<file path="src/rtl/chnl_dump_ctrl_pkg.sv">
// Shared types and constants for the channel dump controller.
package dump_pkg;

    localparam int DEF_ENTRIES = 512;

    localparam logic [1:0] CH1     = 2'b00;
    localparam logic [1:0] CH2     = 2'b01;
    localparam logic [1:0] CH3     = 2'b10;
    localparam logic [1:0] CH_RSVD = 2'b11;

    typedef enum logic [2:0] {IDLE, RD, LATCH, SEND, WAIT} state_t;

endpackage

</file>
<file path="src/rtl/chnl_dump_ctrl_if.sv">
// UART response handshake between the dump controller and the comm block.
interface chnl_dump_ctrl_if #(parameter int DW = 8);
    logic [DW-1:0] resp_data;
    logic          send_resp;
    logic          resp_sent;

    modport master (output resp_data, output send_resp, input resp_sent);
    modport slave  (input resp_data, input send_resp, output resp_sent);
endinterface

</file>
<file path="src/rtl/chnl_dump_ctrl_addr_ctr.sv">
// Wrapping RAM read address plus byte counter; last flags the final byte.
module dump_addr_ctr #(
    parameter int ENTRIES = 512,
    parameter int AW      = 9
) (
    input  logic          clk,
    input  logic          rst_n,
    input  logic          load,
    input  logic [AW-1:0] load_val,
    input  logic          inc,
    input  logic          clr,
    output logic [AW-1:0] addr,
    output logic          last
);
    logic [AW-1:0] cnt;

    // ENTRIES is a power of two, so plain AW-bit rollover is the modulo wrap.
    always_ff @(posedge clk or negedge rst_n) begin
        if (!rst_n) begin
            addr <= '0;
            cnt  <= '0;
        end else begin
            if (load)     addr <= load_val;
            else if (inc) addr <= addr + 1'b1;
            if (clr)      cnt  <= '0;
            else if (inc) cnt  <= cnt + 1'b1;
        end
    end

    assign last = (cnt == AW'(ENTRIES - 1));
endmodule

</file>
<file path="src/rtl/chnl_dump_ctrl.sv">
// Streams one channel RAM to the host, oldest sample first, one UART byte at a time.
module chnl_dump_ctrl
    import dump_pkg::*;
#(
    parameter int ENTRIES = DEF_ENTRIES,
    parameter int AW      = 9,
    parameter int DW      = 8
) (
    input  logic              clk,
    input  logic              rst_n,
    input  logic              start_dump,
    input  logic [1:0]        ch_sel,
    input  logic [AW-1:0]     trace_end,
    input  logic              abort,
    input  logic [DW-1:0]     ch1_rdata,
    input  logic [DW-1:0]     ch2_rdata,
    input  logic [DW-1:0]     ch3_rdata,
    output logic              en,
    output logic [AW-1:0]     addr,
    output logic              dump_busy,
    output logic              dump_done,
    output logic              dump_err,
    chnl_dump_ctrl_if.master  uart
);
    state_t        state, nxt;
    logic [1:0]    ch_lat;
    logic [DW-1:0] resp_q, rd_mux;
    logic          ld, inc, last, send;

    dump_addr_ctr #(.ENTRIES(ENTRIES), .AW(AW)) u_ctr (
        .clk      (clk),
        .rst_n    (rst_n),
        .load     (ld),
        .load_val (trace_end + 1'b1),
        .inc      (inc),
        .clr      (ld),
        .addr     (addr),
        .last     (last)
    );

    always_comb begin
        nxt      = state;
        ld       = 1'b0;
        inc      = 1'b0;
        en       = 1'b0;
        send     = 1'b0;
        dump_err = 1'b0;
        case (state)
            IDLE: if (start_dump) begin
                if (ch_sel == CH_RSVD) dump_err = 1'b1;
                else begin
                    ld  = 1'b1;
                    nxt = RD;
                end
            end
            RD: begin
                en  = 1'b1;
                nxt = LATCH;
            end
            LATCH: nxt = SEND;
            SEND: begin
                send = 1'b1;
                nxt  = WAIT;
            end
            WAIT: if (uart.resp_sent) begin
                inc = !last;
                nxt = last ? IDLE : RD;
            end
            default: nxt = IDLE;
        endcase
        // Abort outranks everything, including a resp_sent in the same cycle.
        if (abort && state != IDLE) begin
            nxt  = IDLE;
            inc  = 1'b0;
            send = 1'b0;
        end
    end

    always_comb begin
        case (ch_lat)
            CH1:     rd_mux = ch1_rdata;
            CH2:     rd_mux = ch2_rdata;
            CH3:     rd_mux = ch3_rdata;
            default: rd_mux = '0;
        endcase
    end

    always_ff @(posedge clk or negedge rst_n) begin
        if (!rst_n) begin
            state     <= IDLE;
            ch_lat    <= '0;
            resp_q    <= '0;
            dump_done <= 1'b0;
        end else begin
            state     <= nxt;
            if (ld) ch_lat <= ch_sel;
            if (state == LATCH && !abort) resp_q <= rd_mux;
            dump_done <= (state == WAIT) && uart.resp_sent && last && !abort;
        end
    end

    assign dump_busy      = (state != IDLE);
    assign uart.send_resp = send;
    assign uart.resp_data = resp_q;
endmodule

</file>
<file path="src/flat_wrapper.sv">
// flat-port wrapper written by rule: the top's interface ports become plain ports
module chnl_dump_ctrl_flat import dump_pkg::*;
#(
    parameter int ENTRIES = DEF_ENTRIES,
    parameter int AW      = 9,
    parameter int DW      = 8
)
  (clk, rst_n, start_dump, ch_sel, trace_end, abort, ch1_rdata, ch2_rdata, ch3_rdata, en, addr, dump_busy, dump_done, dump_err, uart_resp_data, uart_send_resp, uart_resp_sent);
  chnl_dump_ctrl_if #(.DW(DW)) uart_i ();
  input  logic clk;
  input  logic rst_n;
  input  logic start_dump;
  input  logic [1:0] ch_sel;
  input  logic [AW-1:0] trace_end;
  input  logic abort;
  input  logic [DW-1:0] ch1_rdata;
  input  logic [DW-1:0] ch2_rdata;
  input  logic [DW-1:0] ch3_rdata;
  output logic en;
  output logic [AW-1:0] addr;
  output logic dump_busy;
  output logic dump_done;
  output logic dump_err;
  output wire logic [$bits(uart_i.resp_data)-1:0] uart_resp_data;
  output wire logic [$bits(uart_i.send_resp)-1:0] uart_send_resp;
  input wire logic [$bits(uart_i.resp_sent)-1:0] uart_resp_sent;
  assign uart_resp_data = uart_i.resp_data;
  assign uart_send_resp = uart_i.send_resp;
  assign uart_i.resp_sent = uart_resp_sent;
  chnl_dump_ctrl #(.ENTRIES(ENTRIES), .AW(AW), .DW(DW)) u_core (.clk(clk), .rst_n(rst_n), .start_dump(start_dump), .ch_sel(ch_sel), .trace_end(trace_end), .abort(abort), .ch1_rdata(ch1_rdata), .ch2_rdata(ch2_rdata), .ch3_rdata(ch3_rdata), .en(en), .addr(addr), .dump_busy(dump_busy), .dump_done(dump_done), .dump_err(dump_err), .uart(uart_i));
endmodule
</file>
<file path="config.mk">
export PLATFORM = sky130hd
export DESIGN_NAME = chnl_dump_ctrl_flat
export DESIGN_NICKNAME = d
export VERILOG_FILES = /design/src/rtl/chnl_dump_ctrl_pkg.sv /design/src/rtl/chnl_dump_ctrl_if.sv /design/src/rtl/chnl_dump_ctrl_addr_ctr.sv /design/src/rtl/chnl_dump_ctrl.sv /design/src/flat_wrapper.sv
export SDC_FILE = /design/constraint.sdc
export NUM_CORES = 1
export LEC_CHECK = 0
export CAP_MARGIN = 40
export CORE_MARGIN = 10
export CORE_UTILIZATION = 24
export CTS_BUF_LIST = sky130_fd_sc_hd__clkbuf_4
export CTS_CLUSTER_DIAMETER = 100
export DETAILED_ROUTE_END_ITERATION = 6
export SLEW_MARGIN = 0
export SYNTH_ARGS = -nofsm -noshare
export SYNTH_HDL_FRONTEND = slang
export SYNTH_SLANG_ARGS = --single-unit
</file>
<file path="constraint.sdc">
create_clock -name clk -period 4 [get_ports clk]
set_input_delay 1 -clock clk [delete_from_list [all_inputs] [get_ports clk]]
set_output_delay 1 -clock clk [all_outputs]
set_load 0.03 [all_outputs]
</file>
==> Implementation_results.wiki <==
{| class="wikitable"
! Metric !! Value
|-
| Number of antenna violations at the first check in global routing || 0
|-
| First drt pass iteration count || 4
|-
| Total negative slack || 0 ps
|-
| Most area-hungry cell type in the Yosys netlist || dfrtp_1
|-
| Met3 Usage GRT || 0.0303
|-
| Post-detail-place hpwl || 4340 um
|-
| Clock sink total || 32
|-
| Result of the run || completed
|-
| Tightest Hold Check Type || flip-flop to flip-flop
|-
| IO Count || 62
|-
| CTS hold repair buffers || 0
|-
| Post-synthesis xor/xnor area fraction || 0.0835
|-
| Floorplan core area || 8130 um2
|-
| Clock slew at reported path FFs || 100 ps
|-
| Die outline area || 12300 um2
|-
| First-pass GRT wire length || 9400 um
|-
| Post-CTS setup buffer count || 0
|-
| Library cell used as clock root buffer || clkbuf_4
|-
| Count of flip-flops with a built-in enable after synthesis || 0
|-
| Most common library cell in the layout ignoring fill and taps || clkdlybuf4s50_1
|-
| Post-synthesis adder-cell area fraction || 0.0188
|-
| RSZ-0062 raised after global routing || no
|-
| Global routing met2 resource utilization || 0.150
|-
| Largest family of logic cells by synthesized area || simple AND/OR/NAND/NOR gates
|-
| Worst endpoint data arrival time || 2740 ps
|-
| Cell family contributing the most delay on the critical path || buffers and inverters
|-
| Cell types occupying the most area after synthesis || dfrtp_1 40%, mux2i_1 6.5%, xnor2_1 6.2%
|-
| Die Span Y || 111 um
|-
| Share of Yosys cell area claimed by the top area cell type || 0.402
|-
| Filler cells || 844
|-
| Area grow syn2layout || 38.6%
|-
| Cell with the biggest individual delay on the critical path || clkdlybuf4s50_1
|-
| Critical path required time || 3000 ps
|-
| Cell area after synthesis || 1990 um2
|-
| Power density over cell area || 617 nW/um2
|-
| Max capacitance violation total || 0
|-
| Endpoint class of the critical path || primary output
|-
| Compound-Gate Fraction of Synth Area || 0.0898
|-
| Count of pins over their slew limit || 0
|-
| Width of the die || 111 um
|-
| Critical path, cell by cell || clkdlybuf4s50_1 -> or4b_1 -> nor2_1 -> clkdlybuf4s50_1
|-
| Primary flip-flop cell chosen by synthesis mapping || dfrtp_1
|-
| DR DRC count || 0
|-
| Max frequency || 0.267 GHz
|-
| Final Wtd Congestion || 0.760
|-
| Net count reported at finish || 317
|-
| Crit path top cell by count || clkdlybuf4s50_1
|-
| Post-Synth Simple-Gate Area || 0.296
|-
| TritonCTS clock tree || done
|-
| Post-route fraction of the period consumed by the critical path || 0.935
|-
| Met1 track demand over resource || 0.108
|-
| Pin count of the biggest net entering global routing || 33
|-
| CP max stage delay || 680 ps
|-
| CP Launch Type || primary input
|-
| Share of synthesized registers carrying an async set or reset || 1.00
|-
| Count of buffering cells on the critical path with inverters included || 2
|-
| Crit-path max FO || 2
|-
| Routed Wire Length || 5580 um
|-
| H-Tree Level Count || 2
|-
| Synthesized Nets || 256
|-
| Synth cell types || 42
|-
| Worst Tran Pin Value || 556 ps
|-
| Post-route ant nets || 0
|-
| Number of standard cells after synthesis || 213
|-
| DRC violation total after the first TritonRoute iteration || 142
|-
| FP Rows || 33
|-
| All-layer global routing usage || 0.0892
|-
| Count of instances resized after the clock tree is built || 0
|-
| Count of placed standard cells including taps || 372
|-
| Clock tree buffer depth || 2
|-
| Share of final-layout standard cells stronger than drive strength 1 || 0.0945
|-
| GR peak layer || met2
|-
| TritonCTS buffer count || 5
|-
| Share of cell area taken by muxes after synthesis || 0.0710
|-
| WL per Instance || 14.7 um
|-
| Worst rel slew slack || 0.629
|-
| Overall power consumption || 1.70 mW
|-
| Warnings, synthesis || 0
|-
| Worst supply voltage drop on vdd || 275 uV
|-
| Antenna Diode Count || 0
|-
| Synthesized flop and latch total || 32
|-
| Later-pin clock latency in the skew report || 340 ps
|-
| Routed vias || 1769
|-
| Count of endpoints failing hold in the final timing report || 0
|-
| Final min period || 3740 ps
|-
| Leakage dissipation || 1.07 nW
|-
| Commonest cells after routing, fill and taps aside || 61 x clkdlybuf4s50_1, 32 x nor2_1, 32 x dfrtp_1, 22 x a21oi_1, 18 x nand2_1
|-
| Via count of the first global-routing pass || 1839
|-
| Starting utilization of the core area || 0.245
|-
| Post-layout instance count excluding filler cells || 380
|-
| Via-per-instance ratio || 4.66
|-
| Number of endpoints failing setup at the final stage || 0
|-
| Count of port buffers added during placement || 61
|-
| Grt ovf || 0
|-
| Average footprint of a synthesized cell || 9.35 um2
|-
| Sequential-to-total area share from yosys stat || 0.402
|-
| Crit Path Category || primary input to primary output
|-
| Worst-case clock skew || 14.9 ps
|}
[cells in the mapped netlist, types with 4 or more instances]
library cell	instances
a21oi_1	22
clkbuf_1	6
dfrtp_1	32
mux2i_1	13
nand2_1	18
nand3_1	12
nand4_1	4
nor2_1	32
nor4_2	4
xnor2_1	14
xor2_1	5
[worst register-to-register path, cell delays in order (launching register included)]
cell,delay (ps)
dfrtp_1,540
or4b_1,600
buf_4,180
a21oi_2,200
nand2_1,80
nand2_1,70
ha_1,300
nand4b_1,200
nor4_4,270
xnor2_1,150
mux2i_1,100
[layout make-up]
| cell class | count | area (um2) | area share |
|---|---|---|---|
| timing repair buffer | 66 | 648 | 0.235 |
| inverter | 3 | 11.3 | 0.00408 |
| clock buffer | 6 | 45.0 | 0.0163 |
| sequential | 32 | 801 | 0.290 |
| multi-input combinational | 166 | 1110 | 0.403 |
| tap | 105 | 131 | 0.0476 |
| clock inverter | 2 | 11.3 | 0.00408 |
[kinds of logic after synthesis]
| kind of cell | Yosys count |
|---|---|
| adders and majority gates | 3 |
| muxes | 14 |
| xor gates and xnor gates | 19 |
| buffers and inverters | 15 |
| and+or+nand+nor | 99 |
| AOI/OAI and AO/OA | 31 |
| DFF | 32 |
[metal layers]
metal,part of all wire,vias to the layer above
met3,0.045,6
met2,0.49,27
li1,-,878
met4,0.0086,0
met1,0.45,858
met5,0,-
[path summary, 6_finish.rpt]
path / cells after the start / to / start / slack [ps]
min in group asynchronous: 2 / u_core.state[0] / rst_n / 1050
worst min register to register: 2 / u_core.uart.resp_data[7] / u_core.uart.resp_data[7] / 530
max in group asynchronous: 2 / u_core.u_ctr.addr[2] / rst_n / 2630
worst max register to register: 10 / u_core.u_ctr.addr[8] / u_core.state[1] / 1200
worst min-delay path: 2 / u_core.uart.resp_data[7] / u_core.uart.resp_data[7] / 530
worst max-delay path: 4 / dump_err / start_dump / 260
[sequential cells by signal (all words and copies together) (netlist names)]
register               flops
u_core.state               3
u_core.dump_done           1
u_core.uart.resp_data      8
u_core.ch_lat              2
u_core.u_ctr.cnt           9
u_core.u_ctr.addr          9
[power by group]
group	switching (mW)	total, mW	internal (mW)
combinational	0.492	0.906	0.414
sequential	0.173	0.606	0.433
clock	0.117	0.191	0.0736
[per-stage QoR]
| step | util | worst slack (ps) | hold slack [ps] | instance area [um2] |
|---|---|---|---|---|
| after detailed placement | 0.333 | 259 | 517 | 2710 |
| after CTS | 0.339 | 243 | 543 | 2760 |
| after global placement | 0.333 | 280 | 511 | 2710 |
| final | 0.339 | 262 | 532 | 2760 |
| after floorplan | - | 828 | 503 | 1990 |
| after global routing | 0.339 | 159 | 564 | 2760 |
No activity file was read; power rests on OpenSTA's default activity.
